File: src/rtl/mem_pkg.sv
// Shared definitions for the memory-access stage: FSM states, load/store
// operation codes, exception bit positions and bus size encodings.
package mem_pkg;

  typedef enum logic [2:0] {
    ST_IDLE,
    ST_ADDR,
    ST_DATA,
    ST_DONE,
    ST_DRAIN
  } mem_state_e;

  localparam logic [7:0] EXE_LB_OP  = 8'b1110_0000;
  localparam logic [7:0] EXE_LH_OP  = 8'b1110_0001;
  localparam logic [7:0] EXE_LW_OP  = 8'b1110_0011;
  localparam logic [7:0] EXE_LBU_OP = 8'b1110_0100;
  localparam logic [7:0] EXE_LHU_OP = 8'b1110_0101;
  localparam logic [7:0] EXE_SB_OP  = 8'b1110_1000;
  localparam logic [7:0] EXE_SH_OP  = 8'b1110_1001;
  localparam logic [7:0] EXE_SW_OP  = 8'b1110_1011;

  localparam int unsigned EXC_ADEL_BIT = 4;
  localparam int unsigned EXC_ADES_BIT = 5;

  localparam logic [1:0] SIZE_BYTE = 2'd0;
  localparam logic [1:0] SIZE_HALF = 2'd1;
  localparam logic [1:0] SIZE_WORD = 2'd2;

  function automatic logic [1:0] access_size(input logic [7:0] aluop);
    case (aluop)
      EXE_LB_OP, EXE_LBU_OP, EXE_SB_OP: access_size = SIZE_BYTE;
      EXE_LH_OP, EXE_LHU_OP, EXE_SH_OP: access_size = SIZE_HALF;
      default:                          access_size = SIZE_WORD;
    endcase
  endfunction

endpackage

File: src/rtl/mem_load_align.sv
// Load data alignment: selects the byte/half lane of the captured read word
// by addr_lo and sign- or zero-extends it according to aluop.
// Ports: rbuf (captured read word), aluop, addr_lo (address bits [1:0]),
// data (aligned, extended 32-bit result).
module mem_load_align
  import mem_pkg::*;
(
  input  logic [31:0] rbuf,
  input  logic [7:0]  aluop,
  input  logic [1:0]  addr_lo,
  output logic [31:0] data
);

  logic [7:0]  byte_lane;
  logic [15:0] half_lane;

  always_comb begin
    byte_lane = rbuf[7:0];
    case (addr_lo)
      2'd0: byte_lane = rbuf[7:0];
      2'd1: byte_lane = rbuf[15:8];
      2'd2: byte_lane = rbuf[23:16];
      2'd3: byte_lane = rbuf[31:24];
      default: byte_lane = rbuf[7:0];
    endcase
    half_lane = addr_lo[1] ? rbuf[31:16] : rbuf[15:0];

    data = rbuf;
    case (aluop)
      EXE_LB_OP:  data = {{24{byte_lane[7]}}, byte_lane};
      EXE_LBU_OP: data = {24'b0, byte_lane};
      EXE_LH_OP:  data = {{16{half_lane[15]}}, half_lane};
      EXE_LHU_OP: data = {16'b0, half_lane};
      default:    data = rbuf;
    endcase
  end

endmodule

File: src/rtl/mem_access_stage.sv
// Memory-access pipeline stage: issues loads/stores on the SRAM-like data
// bus, requests a pipeline stall while a transaction is outstanding, aligns
// load data and builds the MEM/WB payload.
// Ports: clk_i/rst_i (async active-high), stall_i/flush_i pipeline control,
// mem_* EX/MEM inputs, data_* bus, wb_* MEM/WB outputs, exception_type_o,
// stallreq_o.
// Build option: MEM_ADDR_EXC_EN enables alignment checks and AdEL/AdES;
// otherwise the bus address is forced aligned to the access size.
module mem_access_stage
  import mem_pkg::*;
#(
  parameter int unsigned ADDR_W = 32,
  parameter int unsigned DATA_W = 32
) (
  input  logic              clk_i,
  input  logic              rst_i,
  input  logic              stall_i,
  input  logic              flush_i,
  input  logic [4:0]        mem_wd_i,
  input  logic              mem_wreg_i,
  input  logic [63:0]       mem_wdata_i,
  input  logic              mem_rmem_i,
  input  logic              mem_wmem_i,
  input  logic [7:0]        mem_aluop_i,
  input  logic [31:0]       mem_mem_io_addr_i,
  input  logic [31:0]       mem_exception_type_i,
  output logic              data_req_o,
  output logic              data_wr_o,
  output logic [1:0]        data_size_o,
  output logic [ADDR_W-1:0] data_addr_o,
  output logic [DATA_W-1:0] data_wdata_o,
  input  logic              data_addr_ok_i,
  input  logic              data_data_ok_i,
  input  logic [DATA_W-1:0] data_rdata_i,
  output logic [4:0]        wb_wd_o,
  output logic              wb_wreg_o,
  output logic [63:0]       wb_wdata_o,
  output logic [31:0]       exception_type_o,
  output logic              stallreq_o
);

  mem_state_e        state, state_n;
  logic [DATA_W-1:0] rbuf;
  logic              capture;
  logic              req;
  logic [1:0]        size;
  logic [31:0]       bus_addr;
  logic [31:0]       exc;
  logic              addr_exc;
  logic              valid;
  logic [31:0]       store_data;
  logic [31:0]       load_data;
`ifdef MEM_ADDR_EXC_EN
  logic              misaligned;
`endif

  always_comb size = access_size(mem_aluop_i);

  always_comb begin
    bus_addr = mem_mem_io_addr_i;
    exc      = mem_exception_type_i;
    addr_exc = 1'b0;
`ifdef MEM_ADDR_EXC_EN
    misaligned = ((size == SIZE_HALF) && mem_mem_io_addr_i[0]) ||
                 ((size == SIZE_WORD) && (mem_mem_io_addr_i[1:0] != 2'b00));
    if (mem_rmem_i && misaligned) exc[EXC_ADEL_BIT] = 1'b1;
    if (mem_wmem_i && misaligned) exc[EXC_ADES_BIT] = 1'b1;
    addr_exc = (mem_rmem_i || mem_wmem_i) && misaligned;
`else
    case (size)
      SIZE_WORD: bus_addr[1:0] = 2'b00;
      SIZE_HALF: bus_addr[0]   = 1'b0;
      default:   ;
    endcase
`endif
  end

  always_comb valid = (mem_rmem_i || mem_wmem_i) && (mem_exception_type_i == '0)
                      && !addr_exc && !flush_i;

  always_ff @(posedge clk_i or posedge rst_i) begin
    if (rst_i) begin
      state <= ST_IDLE;
      rbuf  <= '0;
    end else begin
      state <= state_n;
      if (capture) rbuf <= data_rdata_i;
    end
  end

  // A flush in DATA coinciding with data_ok ends the transaction outright;
  // only an unanswered flush needs DRAIN to swallow the late response.
  always_comb begin
    state_n    = state;
    req        = 1'b0;
    stallreq_o = 1'b0;
    capture    = 1'b0;
    case (state)
      ST_IDLE: begin
        req        = valid;
        stallreq_o = valid;
        if (valid) state_n = data_addr_ok_i ? ST_DATA : ST_ADDR;
      end
      ST_ADDR: begin
        stallreq_o = 1'b1;
        if (flush_i) begin
          state_n = ST_IDLE;
        end else begin
          req = 1'b1;
          if (data_addr_ok_i) state_n = ST_DATA;
        end
      end
      ST_DATA: begin
        stallreq_o = 1'b1;
        if (data_data_ok_i) begin
          if (flush_i) begin
            state_n = ST_IDLE;
          end else begin
            capture = 1'b1;
            state_n = ST_DONE;
          end
        end else if (flush_i) begin
          state_n = ST_DRAIN;
        end
      end
      ST_DONE: begin
        if (!stall_i || flush_i) state_n = ST_IDLE;
      end
      ST_DRAIN: begin
        stallreq_o = 1'b1;
        if (data_data_ok_i) state_n = ST_IDLE;
      end
      default: state_n = ST_IDLE;
    endcase
  end

  always_comb begin
    case (size)
      SIZE_BYTE: store_data = {4{mem_wdata_i[7:0]}};
      SIZE_HALF: store_data = {2{mem_wdata_i[15:0]}};
      default:   store_data = mem_wdata_i[31:0];
    endcase
  end

  mem_load_align u_load_align (
    .rbuf    (rbuf[31:0]),
    .aluop   (mem_aluop_i),
    .addr_lo (bus_addr[1:0]),
    .data    (load_data)
  );

  always_comb begin
    data_req_o       = req;
    data_wr_o        = req && mem_wmem_i;
    data_size_o      = req ? size : '0;
    data_addr_o      = req ? ADDR_W'(bus_addr) : '0;
    data_wdata_o     = (req && mem_wmem_i) ? DATA_W'(store_data) : '0;
    wb_wd_o          = mem_wd_i;
    wb_wreg_o        = mem_wreg_i && (exc == '0) && !flush_i;
    wb_wdata_o       = mem_rmem_i ? {32'b0, load_data} : mem_wdata_i;
    exception_type_o = exc;
  end

endmodule

File: config.mk
export PLATFORM = sky130hd
export DESIGN_NAME = mem_access_stage
export DESIGN_NICKNAME = d
export VERILOG_FILES = /design/src/rtl/mem_pkg.sv /design/src/rtl/mem_load_align.sv /design/src/rtl/mem_access_stage.sv
export SDC_FILE = /design/constraint.sdc
export NUM_CORES = 1
export LEC_CHECK = 0
export ABC_AREA = 1
export ABC_CLOCK_PERIOD_IN_PS = 1700
export BUFFER_PORTS_ARGS = -buffer_cell sky130_fd_sc_hd__buf_2
export CAP_MARGIN = 40
export CORE_AREA = 2 2 136 138
export CTS_CLUSTER_DIAMETER = 200
export DETAILED_ROUTE_END_ITERATION = 6
export DIE_AREA = 0 0 138 140
export GPL_TIMING_DRIVEN = 0
export PLACE_DENSITY = 0.56
export REMOVE_ABC_BUFFERS = 1
export SYNTH_ARGS = -nofsm -noshare
export SYNTH_HDL_FRONTEND = slang
export SYNTH_HIERARCHICAL = 1
export SYNTH_SLANG_ARGS = --single-unit
File: constraint.sdc
create_clock -name clk_i -period 1.7 [get_ports clk_i]
set_clock_uncertainty 0.05 [all_clocks]
set_input_delay 0 -clock clk_i [delete_from_list [all_inputs] [get_ports clk_i]]
set_output_delay 0 -clock clk_i [all_outputs]
set_load 0.02 [all_outputs]
After elaboration in Yosys (flattened, before gate mapping)
Cells that the tools add are included.

storage, ports and cells
  output and inout port bits = 171
  input port bits = 182
  bits in registers = 35

operators by class
  equality and inequality tests = 20
  multiplexer cells = 26
  reduce and logical (&&, ||, !) cells = 18

operators by type and width
  operator                                        number
  one-hot mux 32 bit (4 select lines)             1
  2-to-1 mux 32 bit                               2
  2-to-1 mux 64 bit                               1
  one-hot mux 32 bit (2 select lines)             1
  == test 8 bit (second input constant)           6
  logical NOT 32 bit                              1
  one-hot mux 8 bit (4 select lines)              1
  2-to-1 mux 3 bit                                7
  2-to-1 mux 16 bit                               1
  one-hot mux 3 bit (5 select lines)              1
  OR reduction 3 bit                              3
  == test 2 bit (second input constant)           3
  == test 3 x 2 -> 1 bit (second input constant)  2
  2-to-1 mux 2 bit                                3
  inequality test 2 bit (second input constant)   3
  inequality test 3 bit (second input constant)   2
  logical AND 1 bit                               5
  2-to-1 mux 1 bit                                5
  AND reduction 5 bit                             1
  == test 2 x 1 -> 1 bit (second input constant)  2
  logical NOT 2 bit                               2
  one-hot mux 1 bit (2 select lines)              2
  one-hot mux 2 bit (2 select lines)              1
  == test 3 x 1 -> 1 bit (second input constant)  1
  5 further kinds                                 7

Longest topological paths before layout
Gate-level depths: netlist of the first run.

  depth in word-level cells = 10
  mapped depth = 20

Hierarchy
The synthesis of the first run kept the hierarchy.

modules (own cells, without submodules)
  module            instances  area an instance (µm²)  cells an instance  sequential area each (µm²)
  mem_access_stage  1          3475.8                  479                875.8
  mem_load_align    1          1202.4                  234                0.0

Worst setup path after synthesis of the first run
No wires, ideal clock.

  path type = in2out
  from = input port mem_aluop_i[4]
  to = output port wb_wdata_o[16]
  data arrival time = 1.809 ns
  required time = 1.650 ns
  path slack = -0.159 ns
  cell stages on the path = 18
  cells stage by stage = inv_1 > nand2_1 > nor2_2 > nand2_2 > inv_1 > buf_2 > nand2_1 > inv_1 > buf_6 > inv_4 > nand2_2 > nand2_4 > nand2_1 > o21ai_2 > nand2_4 > buf_6 > nand3_2 > mux2_2

RTL lines
  item                                         line                     source
  from (decl)                                  mem_access_stage.sv:24   input logic [7:0] mem_aluop_i,
  == test 8 bit                                mem_pkg.sv:30            case (aluop)
  OR reduction 3 bit                           mem_pkg.sv:30
  one-hot mux 2 bit (2 select lines) *         mem_pkg.sv:30
  == test 2 bit *                              mem_access_stage.sv:70   case (size)
  2-to-1 mux 1 bit *                           mem_access_stage.sv:70
  via bus_addr[1]                              mem_access_stage.sv:47   logic [31:0] bus_addr;
  == test 2 bit, or another cell as far along  mem_load_align.sv:19     case (addr_lo)
  one-hot mux 8 bit (4 select lines)           mem_load_align.sv:19
  one-hot mux 32 bit (4 select lines) *        mem_load_align.sv:29     case (aluop)
  via load_data[16]                            mem_access_stage.sv:52   logic [31:0] load_data;
  2-to-1 mux 64 bit *                          mem_access_stage.sv:160  wb_wdata_o = mem_rmem_i ? {32'b0, load_data} : mem_wdata_i;
  to (decl)                                    mem_access_stage.sv:37   output logic [63:0] wb_wdata_o,

Mark *: on every way through the listed nets, which the timed path passes. The rest lies on a longest branch.

Worst setup path in the final report of the first run
  from = register state[1]
  to = output port data_wdata_o[12]

between the ends
  cells in the longest elaborated chain, start to end = 4

ends and longest elaborated chain
  item                                                                line                     source
  from (decl)                                                         mem_access_stage.sv:42   mem_state_e state, state_n;
  from (signal assigned)                                              mem_access_stage.sv:86   state <= state_n;
  == test 3 x 1 -> 1 bit / logical NOT 3 bit (equally long branches)  mem_access_stage.sv:98   case (state)
  one-hot mux 1 bit (2 select lines) *                                mem_access_stage.sv:98
  logical AND 1 bit *                                                 mem_access_stage.sv:157  data_wdata_o = (req && mem_wmem_i) ? DATA_W'(store_data) : '0;
  2-to-1 mux 32 bit *                                                 mem_access_stage.sv:157
  to (decl)                                                           mem_access_stage.sv:31   output logic [DATA_W-1:0] data_wdata_o,

Mark *: on every way between the ends. The rest lies on a longest branch, timed or not.

==> results.md, run 1 <==
Final layout:
- The number of nets in the final layout is around 1,300.
- The filler cells instantiated in the layout total around 1,700.
- The area growth from synthesis to layout is 90.6%.
- The finished cells cover around 9000 µm².
- The fraction of final layout cells with drive strength greater than 1 is 0.573.
- The antenna cell count is 0.
- The sequential cell area is between 800 and 900 µm².
- The finished layout holds approximately 1,300 standard cells, fillers aside.
- The multi-input combinational cell area is about 3700 µm².

Synthesis:
- The proportion of synthesized flip-flops having asynchronous set or reset is 1.00.
- After synthesis the netlist holds a flip-flop and latch count of 35.
- Counting instances in the post-synthesis netlist gives the leading cell types as sky130_fd_sc_hd__nand2_1 (152), sky130_fd_sc_hd__inv_1 (131), sky130_fd_sc_hd__nor2_1 (126), sky130_fd_sc_hd__buf_4 (38), sky130_fd_sc_hd__dfrtp_1 (35).
- Sorting the synthesized cells by area gives the leading types as sky130_fd_sc_hd__dfrtp_1 (19%), sky130_fd_sc_hd__nand2_1 (12%), sky130_fd_sc_hd__inv_1 (11%), sky130_fd_sc_hd__nor2_1 (10%), sky130_fd_sc_hd__mux2_4 (9.0%).
- The most instantiated library cell after synthesis is sky130_fd_sc_hd__nand2_1.
- The post-synthesis instance area is around 4700 µm².
- The number of enable flip-flop cells after synthesis is 0.
- After synthesis, the mean cell area works out to 6.56 µm².
- The cell count after synthesis came out at ~710.
- Of the post-synthesis cell area, the dominant cell type holds 0.187.
- The cell type contributing the most total cell area after synthesis is sky130_fd_sc_hd__dfrtp_1.
- The most common flop cell mapped by yosys is sky130_fd_sc_hd__dfrtp_1.
- The sequential area share after synthesis is 0.187.
- For this run, the number of Yosys warnings is 6.
- After synthesis, the netlist uses 36 different library cells.

CTS:
- The maximum level of the CTS H-tree is 2.
- The clock root buffer master is sky130_fd_sc_hd__clkbuf_16.
- Counting along the longest clock path gives a buffer depth of 2.
- The clock network latency to the later pin of the worst-skew pair is 0.28 ns.
- The clock-pin slew of the registers on the worst-case setup and hold paths is about 0.060 ns.
- The total CTS buffers is 5.
- The clock tree from TritonCTS is done.
- The number of clock sinks is 35.

Route:
- The first detailed-routing pass took 4 iterations.
- The remaining routing DRC violations is 0.
- The average wire per standard cell is ~18 µm.
- The number of vias after detailed routing is roughly 6,000.
- The violation count after the first detailed-route iteration is between 200 and 250.
- Using the TritonRoute via totals, the vias-per-cell ratio works out to roughly 4.5.
- The routed design has 23,200 µm of wire.
- Once detail routing completed, the nets flagged for antenna violations numbered 0.

Timing:
- Setup repair after global routing could not meet its margin everywhere.
- Timing would allow up to 501 MHz.
- The max-slew violation count is 0.
- Of the available clock period, the critical path in the final layout requires 1.17.
- Across all setup checks in the final design, the least slack found is -0.296 ns.
- The final hold violation count was 0.
- Measured against its own limit, the worst slew margin works out to 0.410.
- The worst hold slack is between 0.002 and 0.003 ns.
- The total setup violations reported at the end of the flow is 99.
- The transition at the pin with the smallest max-transition slack is approximately 0.88 ns.
- The smallest clock period supported by the final layout is computed as around 2.0 ns.

Placement:
- The placer congestion estimate is between 0.8 and 0.9.
- The HPWL reported at the end of detailed placement is approximately 14,000 µm.
- Input and output buffers added on the ports amount to 342.
- The placed instance area is 6240 µm².
- Counting tap cells, the placed design contains a total of about 1,200 instances.

Floorplanning:
- The total area inside the core boundary comes to between 15,000 and 20,000 µm².
- The die is 138 µm wide.
- The floorplan has 49 rows.
- The starting density of the core is 0.263.
- During I/O placement, the number of pins put on the boundary was approximately 350.
- The die height is between 100 and 150 µm.
- The area enclosed by the die boundary is between 15,000 and 20,000 µm².

Setup path:
- The slack of the worst reg-to-reg path is approximately 0.010 ns.
- The number of cells on the worst reg-to-reg path is 6.
- The category of the worst setup path capture point is an output pin.
- The required time of the critical path is about 1.7 ns.
- For this run, the slowest stage of the critical path takes approximately 0.4 ns.
- The endpoint identified for the worst register-to-register timing path is rbuf[24]$_DFFE_PP0P_.
- The most critical setup path has its startpoint at state[1]$_DFFE_PP0P_.
- The most used cell along the critical path is sky130_fd_sc_hd__nor2_4.
- Of all nets on the critical path, the largest fanout is 8.
- At the worst endpoint, the arrival time is a little under 2 ns.
- The worst setup path is of the reg -> out kind.
- STA classifies the critical path startpoint as a flip-flop.
- The worst register-to-register path begins at state[0]$_DFFE_PP0P_.
- The slowest stage cell on the critical path is sky130_fd_sc_hd__dfrtp_1.
- The termination of the worst setup path is data_wdata_o[12].
- The signal on the critical path passes through or2_4, nor2_4, nand3_2, nand2_4, buf_12, nand2_8, nor2_4, buf_6.

Min path:
- The min-delay analysis places its worst path in the category in -> reg.
- The startpoint of the tightest hold check path is data_addr_ok_i.

Global routing:
- The total routing usage reported by global routing is 0.228.
- The initial antenna violation count is 0.
- The number of global-route vias before repair is 5,926.
- The global-route wire length before repair is roughly 34,000 µm.
- For this run the aggregate overflow at the end of global routing stands at 0.
- Entering global routing, the biggest net connects 47 pins.

Run status:
- The flow ran to the end, but the final reports show violations.
- The final reports fail on setup timing.

Pwr:
- The static leakage is approximately 4.9 nW.
- IR analysis of the VDD net gives a maximum drop of 0.489 mV.
- The power density relative to cell area is between 800 and 900 nW/µm².

Flow run:
- The tool flagged a number of max-cap violations equal to 0.
power by group:
part           internal, mW  switching, mW  total, mW
sequential             1.23          0.320       1.55
clock                 0.527          0.370      0.897
combinational          2.66           2.79       5.45
sequential cells by signal, summed over array words and instances (netlist names):
register and flops:
rbuf 32, state 3
metrics by stage:
stage / util / total power, mW / TNS [ns] / worst slack [ns]
3_5_place_dp: 0.351 / 5.34 / -91.57 / -2.05
6_report: 0.501 / 7.90 / -22.96 / -0.296
4_1_cts: 0.477 / 7.60 / -24.58 / -0.373
5_1_grt: 0.501 / 8.44 / -31.52 / -0.373
2_1_floorplan: - / 4.16 / -17.64 / -0.624
3_3_place_gp: 0.347 / 5.30 / -120.76 / -2.34
area by class of cell:
class / instances / share of cell area
Clock buffer: 5 / 0.0140
Clock inverter: 1 / 0.000842
Timing Repair inverter: 4 / 0.00814
Tap cell: 229 / 0.0321
Timing Repair Buffer: 427 / 0.369
Sequential cell: 35 / 0.0985
Inverter: 135 / 0.0626
Multi-Input combinational cell: 481 / 0.415
worst max-delay path: cells and delay by family (launching register included):
kind | cells | cell delay [ns]
flip-flops | 1 | 0.40
AND/OR/NAND/NOR | 6 | 0.95
buffers and inverters | 2 | 0.29
worst min path at each step:
stage	depth (start not counted)	slack (ns)	endpoint
6_report	4	0.003	state[0]$_DFFE_PP0P_
2_1_floorplan	0	-0.05	exception_type_o[0]
3_3_place_gp	0	-0.05	wb_wd_o[0]
5_1_grt	4	0.04	state[0]$_DFFE_PP0P_
4_1_cts	4	0.001	state[0]$_DFFE_PP0P_
3_5_place_dp	0	-0.05	wb_wd_o[0]
layout by cell type, fill, tap and decap left out, types with 3 or more instances in the layout:
| cell type | instances |
|---|---|
| sky130_fd_sc_hd__nand3_2 | 33 |
| sky130_fd_sc_hd__buf_8 | 7 |
| sky130_fd_sc_hd__buf_12 | 9 |
| sky130_fd_sc_hd__mux2_4 | 43 |
| sky130_fd_sc_hd__buf_2 | 240 |
| sky130_fd_sc_hd__clkinvlp_4 | 5 |
| sky130_fd_sc_hd__nand2_1 | 130 |
| sky130_fd_sc_hd__buf_4 | 33 |
| sky130_fd_sc_hd__nor2_4 | 66 |
| sky130_fd_sc_hd__inv_1 | 124 |
| sky130_fd_sc_hd__mux2_2 | 13 |
| sky130_fd_sc_hd__and2_1 | 7 |
| sky130_fd_sc_hd__o211ai_1 | 8 |
| sky130_fd_sc_hd__nand3_1 | 11 |
| sky130_fd_sc_hd__o21ai_1 | 5 |
| sky130_fd_sc_hd__inv_16 | 3 |
| sky130_fd_sc_hd__nor2_2 | 8 |
| sky130_fd_sc_hd__nand2_4 | 21 |
| sky130_fd_sc_hd__buf_6 | 95 |
| sky130_fd_sc_hd__o21ai_0 | 26 |
| sky130_fd_sc_hd__dlygate4sd3_1 | 39 |
| sky130_fd_sc_hd__o21ai_2 | 3 |
| sky130_fd_sc_hd__nor3b_1 | 8 |
| sky130_fd_sc_hd__clkbuf_16 | 5 |
| sky130_fd_sc_hd__nand2_2 | 6 |
| sky130_fd_sc_hd__nand2_8 | 7 |
| sky130_fd_sc_hd__nor2_1 | 67 |
| sky130_fd_sc_hd__nand3_4 | 3 |
| sky130_fd_sc_hd__inv_2 | 3 |
| sky130_fd_sc_hd__dfrtp_1 | 33 |
per-layer routing:
metal,global-route usage,vias up,part of all wire
met5,0,-,0
met4,0.0795,0,0.035
met3,0.0335,50,0.060
met2,0.411,270,0.51
met1,0.276,2758,0.39
li1,-,2901,-
kinds of logic after synthesis:
kind of cell,after synthesis,share of synthesized area
compound gates,46,0.0548
buf+inv,204,0.218
flops,35,0.187
mux,56,0.157
simple gates,372,0.383
timing repair:
action / CTS / global route
setup endpoints to repair: 133 / 102
cloned: 13 / 0
hold endpoints to repair: 73 / 0
setup buffers: 33 / 9
resized for setup: 360 / 99
pin swaps: 31 / 34
hold buffers: 39 / 0
No activity file was read; power rests on OpenSTA's default activity.
==> run 2, diff against run 1 <==
--- a/config.mk
+++ b/config.mk
@@ -9,14 +9,17 @@
 export ABC_CLOCK_PERIOD_IN_PS = 1700
 export BUFFER_PORTS_ARGS = -buffer_cell sky130_fd_sc_hd__buf_2
 export CAP_MARGIN = 40
-export CORE_AREA = 2 2 136 138
+export CELL_PAD_IN_SITES_DETAIL_PLACEMENT = 0
+export CELL_PAD_IN_SITES_GLOBAL_PLACEMENT = 1
+export CORE_AREA = 2 2 143 145
 export CTS_CLUSTER_DIAMETER = 200
 export DETAILED_ROUTE_END_ITERATION = 6
-export DIE_AREA = 0 0 138 140
+export DIE_AREA = 0 0 145 147
 export GPL_TIMING_DRIVEN = 0
-export PLACE_DENSITY = 0.56
+export PLACE_DENSITY = 0.75
 export REMOVE_ABC_BUFFERS = 1
 export SYNTH_ARGS = -nofsm -noshare
 export SYNTH_HDL_FRONTEND = slang
 export SYNTH_HIERARCHICAL = 1
 export SYNTH_SLANG_ARGS = --single-unit
+export TNS_END_PERCENT = 1
==> results.md, run 2 (synthesis gave the netlist of run 1 again) <==
Run status:
- Outcome: complete, but fails checks (unchanged).
- Violated checks: setup timing (unchanged).

Placement:
- The number of port buffers is 342 (unchanged).
- The placed instance area was 6270 µm² (was 6240 µm²).
- The HPWL reported at the end of detailed placement is 14,300 µm (was 14,100 µm).
- The placer congestion estimate is 0.814 (was 0.843).
- The total instance count after detailed placement is 1,258 (was 1,218).

Final layout:
- Biggest registers after layout: rbuf: 32 flops, state: 3 flops (unchanged).
- The most common library cell in the layout ignoring fill and taps is sky130_fd_sc_hd__buf_2 (unchanged).
- The number of nets in the final layout is 1,247 (was 1,271).
- The largest register by flop count is rbuf (unchanged).
- The share of the core filled with cells in the final layout is 0.390 (was 0.501).
- The number of flip-flops in the largest register is 32 (unchanged).
- Top library cells by usage in the layout, fill and taps aside: sky130_fd_sc_hd__buf_2 (254), sky130_fd_sc_hd__nand2_1 (144), sky130_fd_sc_hd__inv_1 (126) (was sky130_fd_sc_hd__buf_2 (240), sky130_fd_sc_hd__nand2_1 (130), sky130_fd_sc_hd__inv_1 (124)).
- The fraction of final layout cells with drive strength greater than 1 came to 0.504 (was 0.573).
- The non-filler instance count after layout is 1,337 (was 1,317).
- The sequential cell area is 877 µm² (was 878 µm²).
- The multi-input combinational cell area is 3180 µm² (was 3700 µm²).
- The post-synthesis to final-layout area growth is 65.6% (was 90.6%).
- The final non-filler cell area is 7750 µm² (was 8920 µm²).
- The number of fill cells in the layout came to 2,074 (was 1,651).

Floorplanning:
- The area of the core region came to 19,800 µm² (was 17,800 µm²).
- The starting density of the core is 0.236 (was 0.263).
- The number of top-level pins is 353 (unchanged).
- The area enclosed by the die boundary is 21,300 µm² (was 19,300 µm²).
- The die height is 147 µm (was 140 µm).
- The horizontal die dimension came to 145 µm (was 138 µm).
- The cell row count came to 52 (was 49).

CTS:
- The number of buffers on the longest clock path came to 2 (unchanged).
- The number of clock sinks is 35 (unchanged).
- The total CTS buffers is 5 (unchanged).
- The clock network latency to the later pin of the worst-skew pair is 0.28 ns (about the same).
- The clock root buffer master is sky130_fd_sc_hd__clkbuf_16 (unchanged).
- The clock tree from TritonCTS was done (unchanged).
- The maximum level of the CTS H-tree came to 2 (unchanged).
- The clock-pin slew of the registers on the worst-case setup and hold paths was 0.05 ns (was 0.06 ns).

Global routing:
- The global-route wire length before repair is 32,000 µm (was 34,000 µm).
- The largest net degree at the start of global routing is 74 (was 47).
- The number of global-route vias before repair was 5,537 (was 5,926).
- The total routing usage reported by global routing is 0.192 (was 0.228).
- The initial antenna violation count is 1 (was 0).
- The remaining global-route overflow is 0 (unchanged).

Min path:
- The worst hold path class is in -> reg (unchanged).

Setup path:
- The required time of the critical path came to 1.65 ns (about the same).
- The critical path data arrival time is 1.94 ns (was 1.95 ns).
- The category of the worst setup path capture point is an output pin (unchanged).
- The category of the worst setup path launch point is a flip-flop (unchanged).
- The maximum fanout encountered on the critical timing path is 8 (unchanged).
- The worst setup path category is reg -> out (unchanged).

Timing:
- The transition at the pin with the smallest max-transition slack is 0.889 ns (was 0.881 ns).
- The minimum period implied by the final worst setup slack was 1.99 ns (was 2.00 ns).
- RSZ-0062 raised after global routing: true (unchanged).
- The worst hold slack came to 0.0299 ns (was 0.00293 ns).
- The total setup violations reported at the end of the flow was 134 (was 99).
- The final critical-path setup slack is -0.295 ns (was -0.296 ns).
- The max-slew violation count came to 0 (unchanged).
- The maximum achievable frequency was 501 MHz (about the same).
- The final hold violation count is 0 (unchanged).
- The relative max-transition margin came to 0.407 (was 0.410).
- The ratio of final minimum period to clock period is 1.17 (about the same).

Route:
- The violation count after the first detailed-route iteration is 258 (was 235).
- The first-pass iteration count of the detailed router is 5 (was 4).
- The antenna violation net count after detailed routing is 0 (unchanged).
- The remaining routing DRC violations is 0 (unchanged).
- The post-detailed-route via-to-cell ratio was 4.24 (was 4.54).
- The average wire per standard cell is 15.9 µm (was 17.6 µm).
- The number of vias after detailed routing is 5,672 (was 5,979).
- The overall routed net length was 21,300 µm (was 23,200 µm).

Flow run:
- The number of maximum-capacitance constraint violations came to 0 (unchanged).

Pwr:
- The overall power is 7.15 mW (was 7.90 mW).
- The static leakage is 4.51 nW (was 4.89 nW).
- The power density relative to cell area was 922 nW/µm² (was 886 nW/µm²).
- The worst voltage drop across the vdd grid is 0.393 mV (was 0.489 mV).
[run 2: changes by cell type in the layout (fill, tap and decap cells not counted), moves of 11 or more]
cell                      delta
sky130_fd_sc_hd__mux2_4     -11
sky130_fd_sc_hd__nor2_1     +36
sky130_fd_sc_hd__nand2_4    -17
sky130_fd_sc_hd__nor2_2     +19
sky130_fd_sc_hd__nor2_4     -55
sky130_fd_sc_hd__nand2_1    +14
sky130_fd_sc_hd__mux2_2     +11
sky130_fd_sc_hd__buf_6      -76
sky130_fd_sc_hd__buf_2      +14
sky130_fd_sc_hd__buf_4      +53
[run 2: path summary, 6_finish.rpt]
kind | startpoint | to | slack, ns | depth (start not counted)
max | state[0]$_DFFE_PP0P_ | data_wdata_o[24] | -0.29 | 7
min | data_addr_ok_i | state[0]$_DFFE_PP0P_ | 0.03 | 4
max reg2reg | state[0]$_DFFE_PP0P_ | rbuf[28]$_DFFE_PP0P_ | -0.21 | 4
min reg2reg | rbuf[1]$_DFFE_PP0P_ | rbuf[1]$_DFFE_PP0P_ | 0.46 | 1
max in group asynchronous | rst_i | state[0]$_DFFE_PP0P_ | 0.63 | 3
min in group asynchronous | rst_i | rbuf[25]$_DFFE_PP0P_ | 0.40 | 3
[run 2: routing by layer]
layer,global-route usage,part of all wire
met2,0.331,0.51
met4,0.0302,0.0049
met5,0,0
met3,0.0245,0.048
met1,0.262,0.44
[run 2: cell type report]
class,instances,area share
diodes,1,0.000323
clock buffers,6,0.0166
clock inverters,2,0.00161
inverters,135,0.0701
multi-input cells,482,0.410
flip-flops and latches,35,0.113
well taps,270,0.0436
repair buffers,406,0.344
[run 2: per-stage QoR]
| stage | TNS (ns) | worst slack [ns] |
|---|---|---|
| final | -24.07 | -0.295 |
| after global routing | -34.92 | -0.350 |
| after CTS | -25.74 | -0.242 |
| after detailed placement | -67.96 | -1.68 |
| after global placement | -123.14 | -2.41 |
| after floorplan | -17.64 | -0.624 |
[run 2: worst max-delay path: stages, from the launching register on]
cell and delay [ns]:
sky130_fd_sc_hd__dfrtp_2 0.43, sky130_fd_sc_hd__or2_4 0.26, sky130_fd_sc_hd__nor2_4 0.16, sky130_fd_sc_hd__nand3_4 0.12
sky130_fd_sc_hd__nand2_8 0.22, sky130_fd_sc_hd__nand2_8 0.16, sky130_fd_sc_hd__nor2_4 0.17, sky130_fd_sc_hd__buf_6 0.13
[run 2: repair_timing]
action | CTS | global route
pin swaps | 11 | 14
setup endpoints to repair | 133 | 134
gates cloned | 8 | 0
endpoints found under the hold margin | 73 | 0
setup buffers | 17 | 7
hold buffers | 39 | 0
gates resized for setup | 143 | 56
[run 2: power by group]
group,switching [mW],internal (mW)
combinational,2.44,2.23
sequential,0.336,1.23
clock,0.367,0.541
==> run 3, diff against run 2 <==
--- a/config.mk
+++ b/config.mk
@@ -11,10 +11,10 @@
 export CAP_MARGIN = 40
 export CELL_PAD_IN_SITES_DETAIL_PLACEMENT = 0
 export CELL_PAD_IN_SITES_GLOBAL_PLACEMENT = 1
-export CORE_AREA = 2 2 143 145
+export CORE_AREA = 3 3 144 146
 export CTS_CLUSTER_DIAMETER = 200
 export DETAILED_ROUTE_END_ITERATION = 6
-export DIE_AREA = 0 0 145 147
+export DIE_AREA = 0 0 147 149
 export GPL_TIMING_DRIVEN = 0
 export PLACE_DENSITY = 0.75
 export REMOVE_ABC_BUFFERS = 1
==> results.md, run 3 (synthesis gave the netlist of run 1 again) <==
Run status:
- Outcome: complete, but fails checks (unchanged).
- Violated checks: setup timing (unchanged).

Global routing:
- The remaining global-route overflow is 0 (unchanged).
- The number of global-route vias before repair is 5,472 (was 5,537).
- The total routing usage reported by global routing came to 0.182 (was 0.192).
- The global-route wire length before repair is 31,400 µm (was 32,000 µm).
- The largest net degree at the start of global routing is 74 (unchanged).
- The initial antenna violation count is 0 (was 1).

Route:
- The average wire per standard cell is 16.0 µm (was 15.9 µm).
- The antenna violation net count after detailed routing was 0 (unchanged).
- The remaining routing DRC violations is 0 (unchanged).
- The violation count after the first detailed-route iteration is 271 (was 258).
- The post-detailed-route via-to-cell ratio came to 4.20 (was 4.24).
- The first-pass iteration count of the detailed router is 5 (unchanged).
- The number of vias after detailed routing is 5,568 (was 5,672).
- The overall routed net length is 21,200 µm (was 21,300 µm).

Floorplanning:
- The number of top-level pins was 353 (unchanged).
- The die height is 149 µm (was 147 µm).
- The area enclosed by the die boundary is 21,900 µm² (was 21,300 µm²).
- The cell row count is 51 (was 52).
- The area of the core region came to 19,500 µm² (was 19,800 µm²).
- The starting density of the core is 0.240 (was 0.236).
- The horizontal die dimension is 147 µm (was 145 µm).

Setup path:
- The critical path data arrival time is 1.92 ns (was 1.94 ns).
- The slowest stage cell on the critical path was sky130_fd_sc_hd__mux2_2 (was sky130_fd_sc_hd__dfrtp_2).
- Cells along the critical path: clkbuf_4, a21oi_4, nand2_4, clkinvlp_4, nand2_2, clkinvlp_4, buf_12, inv_8, nand2_4, nand2_4, nand2_4, o21ai_4, buf_12, nand2_8, nand3_2, mux2_2, buf_2 (was or2_4, nor2_4, nand3_4, nand2_8, nand2_8, nor2_4, buf_6).
- The worst setup path category is in -> out (was reg -> out).
- The combined buffer and inverter count along the critical path is 7 (was 1).
- The maximum fanout encountered on the critical timing path is 6 (was 8).
- The most used cell along the critical path is sky130_fd_sc_hd__nand2_4.
- The highest cell delay on the worst timing path came to 0.27 ns (was 0.43 ns).
- The category of the worst setup path launch point is an input pin (was flip-flop).
- The category of the worst setup path capture point is an output pin (unchanged).
- The gate family responsible for the most delay along the worst path is buffers and inverters (was simple AND/OR/NAND/NOR gates).
- The required time of the critical path was 1.65 ns (about the same).

Final layout:
- Biggest registers after layout: rbuf: 32 flops, state: 3 flops (unchanged).
- The final non-filler cell area is 7660 µm² (was 7750 µm²).
- The number of flip-flops in the largest register is 32 (unchanged).
- The number of nets in the final layout was 1,241 (was 1,247).
- The number of fill cells in the layout is 2,088 (was 2,074).
- The post-synthesis to final-layout area growth is 63.7% (was 65.6%).
- Top library cells by usage in the layout, fill and taps aside: sky130_fd_sc_hd__buf_2 (256), sky130_fd_sc_hd__nand2_1 (137), sky130_fd_sc_hd__inv_1 (124) (was sky130_fd_sc_hd__buf_2 (254), sky130_fd_sc_hd__nand2_1 (144), sky130_fd_sc_hd__inv_1 (126)).
- The largest register by flop count is rbuf (unchanged).
- The non-filler instance count after layout came to 1,325 (was 1,337).
- The antenna cell count is 0 (was 1).
- The most common library cell in the layout ignoring fill and taps was sky130_fd_sc_hd__buf_2 (unchanged).
- The sequential cell area is 877 µm² (unchanged).
- The fraction of final layout cells with drive strength greater than 1 is 0.503 (was 0.504).
- The multi-input combinational cell area came to 3140 µm² (was 3180 µm²).
- The share of the core filled with cells in the final layout is 0.392 (was 0.390).

Timing:
- The worst hold slack came to 0.0128 ns (was 0.0299 ns).
- The maximum achievable frequency came to 508 MHz (was 501 MHz).
- The final critical-path setup slack is -0.270 ns (was -0.295 ns).
- The minimum period implied by the final worst setup slack came to 1.97 ns (was 1.99 ns).
- The ratio of final minimum period to clock period was 1.16 (was 1.17).
- The transition at the pin with the smallest max-transition slack is 0.919 ns (was 0.889 ns).
- The max-slew violation count is 0 (unchanged).
- The relative max-transition margin is 0.386 (was 0.407).
- The final hold violation count was 0 (unchanged).
- The total setup violations reported at the end of the flow is 131 (was 134).
- RSZ-0062 raised after global routing: true (unchanged).
- The setup TNS after final layout came to -22.76 ns (was -24.07 ns).

Placement:
- The number of port buffers was 342 (unchanged).
- The placed instance area is 6230 µm² (was 6270 µm²).
- The setup slack at placement is -2.15 ns (was -1.68 ns).
- The total instance count after detailed placement is 1,252 (was 1,258).
- The placer congestion estimate came to 0.817 (was 0.814).
- The HPWL reported at the end of detailed placement is 14,600 µm (was 14,300 µm).

CTS:
- The clock tree from TritonCTS is done (unchanged).
- The total CTS buffers was 5 (unchanged).
- The maximum level of the CTS H-tree is 2 (unchanged).
- The clock-pin slew of the registers on the worst-case setup and hold paths came to 0.06 ns (was 0.05 ns).
- The clock network latency to the later pin of the worst-skew pair is 0.28 ns (about the same).
- The number of clock sinks was 35 (unchanged).
- The number of buffers on the longest clock path is 2 (unchanged).
- The clock root buffer master was sky130_fd_sc_hd__clkbuf_16 (unchanged).

Pwr:
- The static leakage is 4.49 nW (was 4.51 nW).
- The worst voltage drop across the vdd grid is 0.478 mV (was 0.393 mV).
- The power density relative to cell area is 929 nW/µm² (was 922 nW/µm²).
- The overall power is 7.11 mW (was 7.15 mW).

Flow run:
- The number of maximum-capacitance constraint violations came to 0 (unchanged).

Min path:
- The worst hold path class is in -> reg (unchanged).
run 3: worst min-delay path, stage by stage:
cell                      delay, ns
sky130_fd_sc_hd__buf_2         0.10
sky130_fd_sc_hd__o31ai_1       0.07
sky130_fd_sc_hd__nand3_1       0.07
sky130_fd_sc_hd__nand2_1       0.06
run 3: per-layer routing:
| layer | global-route usage | part of all wire | vias up |
|---|---|---|---|
| met4 | 0.0256 | 0.0088 | 0 |
| li1 | - | - | 2831 |
| met5 | 0 | 0 | - |
| met3 | 0.0258 | 0.053 | 13 |
| met2 | 0.331 | 0.51 | 190 |
| met1 | 0.235 | 0.43 | 2534 |
run 3: repair_timing:
item,4_1_cts,5_1_grt
cloned,7,0
hold buffers,39,0
pin swaps,12,12
hold endpoints to repair,73,0
buffers inserted,16,3
resized for setup,136,59
endpoints found under the setup margin,133,134
run 3: final timing paths:
kind | startpoint | to | slack, ns | cells past startpoint
worst max-delay path | mem_aluop_i[2] | wb_wdata_o[23] | -0.27 | 17
worst min-delay path | data_addr_ok_i | state[0]$_DFFE_PP0P_ | 0.01 | 4
worst max register to register | state[0]$_DFFE_PP0P_ | rbuf[5]$_DFFE_PP0P_ | -0.19 | 3
worst min register to register | rbuf[4]$_DFFE_PP0P_ | rbuf[4]$_DFFE_PP0P_ | 0.46 | 1
max in group asynchronous | rst_i | state[0]$_DFFE_PP0P_ | 0.66 | 3
min in group asynchronous | rst_i | rbuf[26]$_DFFE_PP0P_ | 0.38 | 3
run 3: final cells by class:
cell class / instances / area share
clock buffers: 7 / 0.0173
clock inverters: 1 / 0.000653
multi-input cells: 480 / 0.410
well taps: 265 / 0.0433
repair inverters: 1 / 0.000980
repair buffers: 401 / 0.343
flip-flops and latches: 35 / 0.115
inverters: 135 / 0.0701
run 3: power by group:
part	total [mW]	switching, mW	internal [mW]
registers	1.57	0.340	1.23
logic	4.63	2.41	2.23
clock network	0.908	0.366	0.543
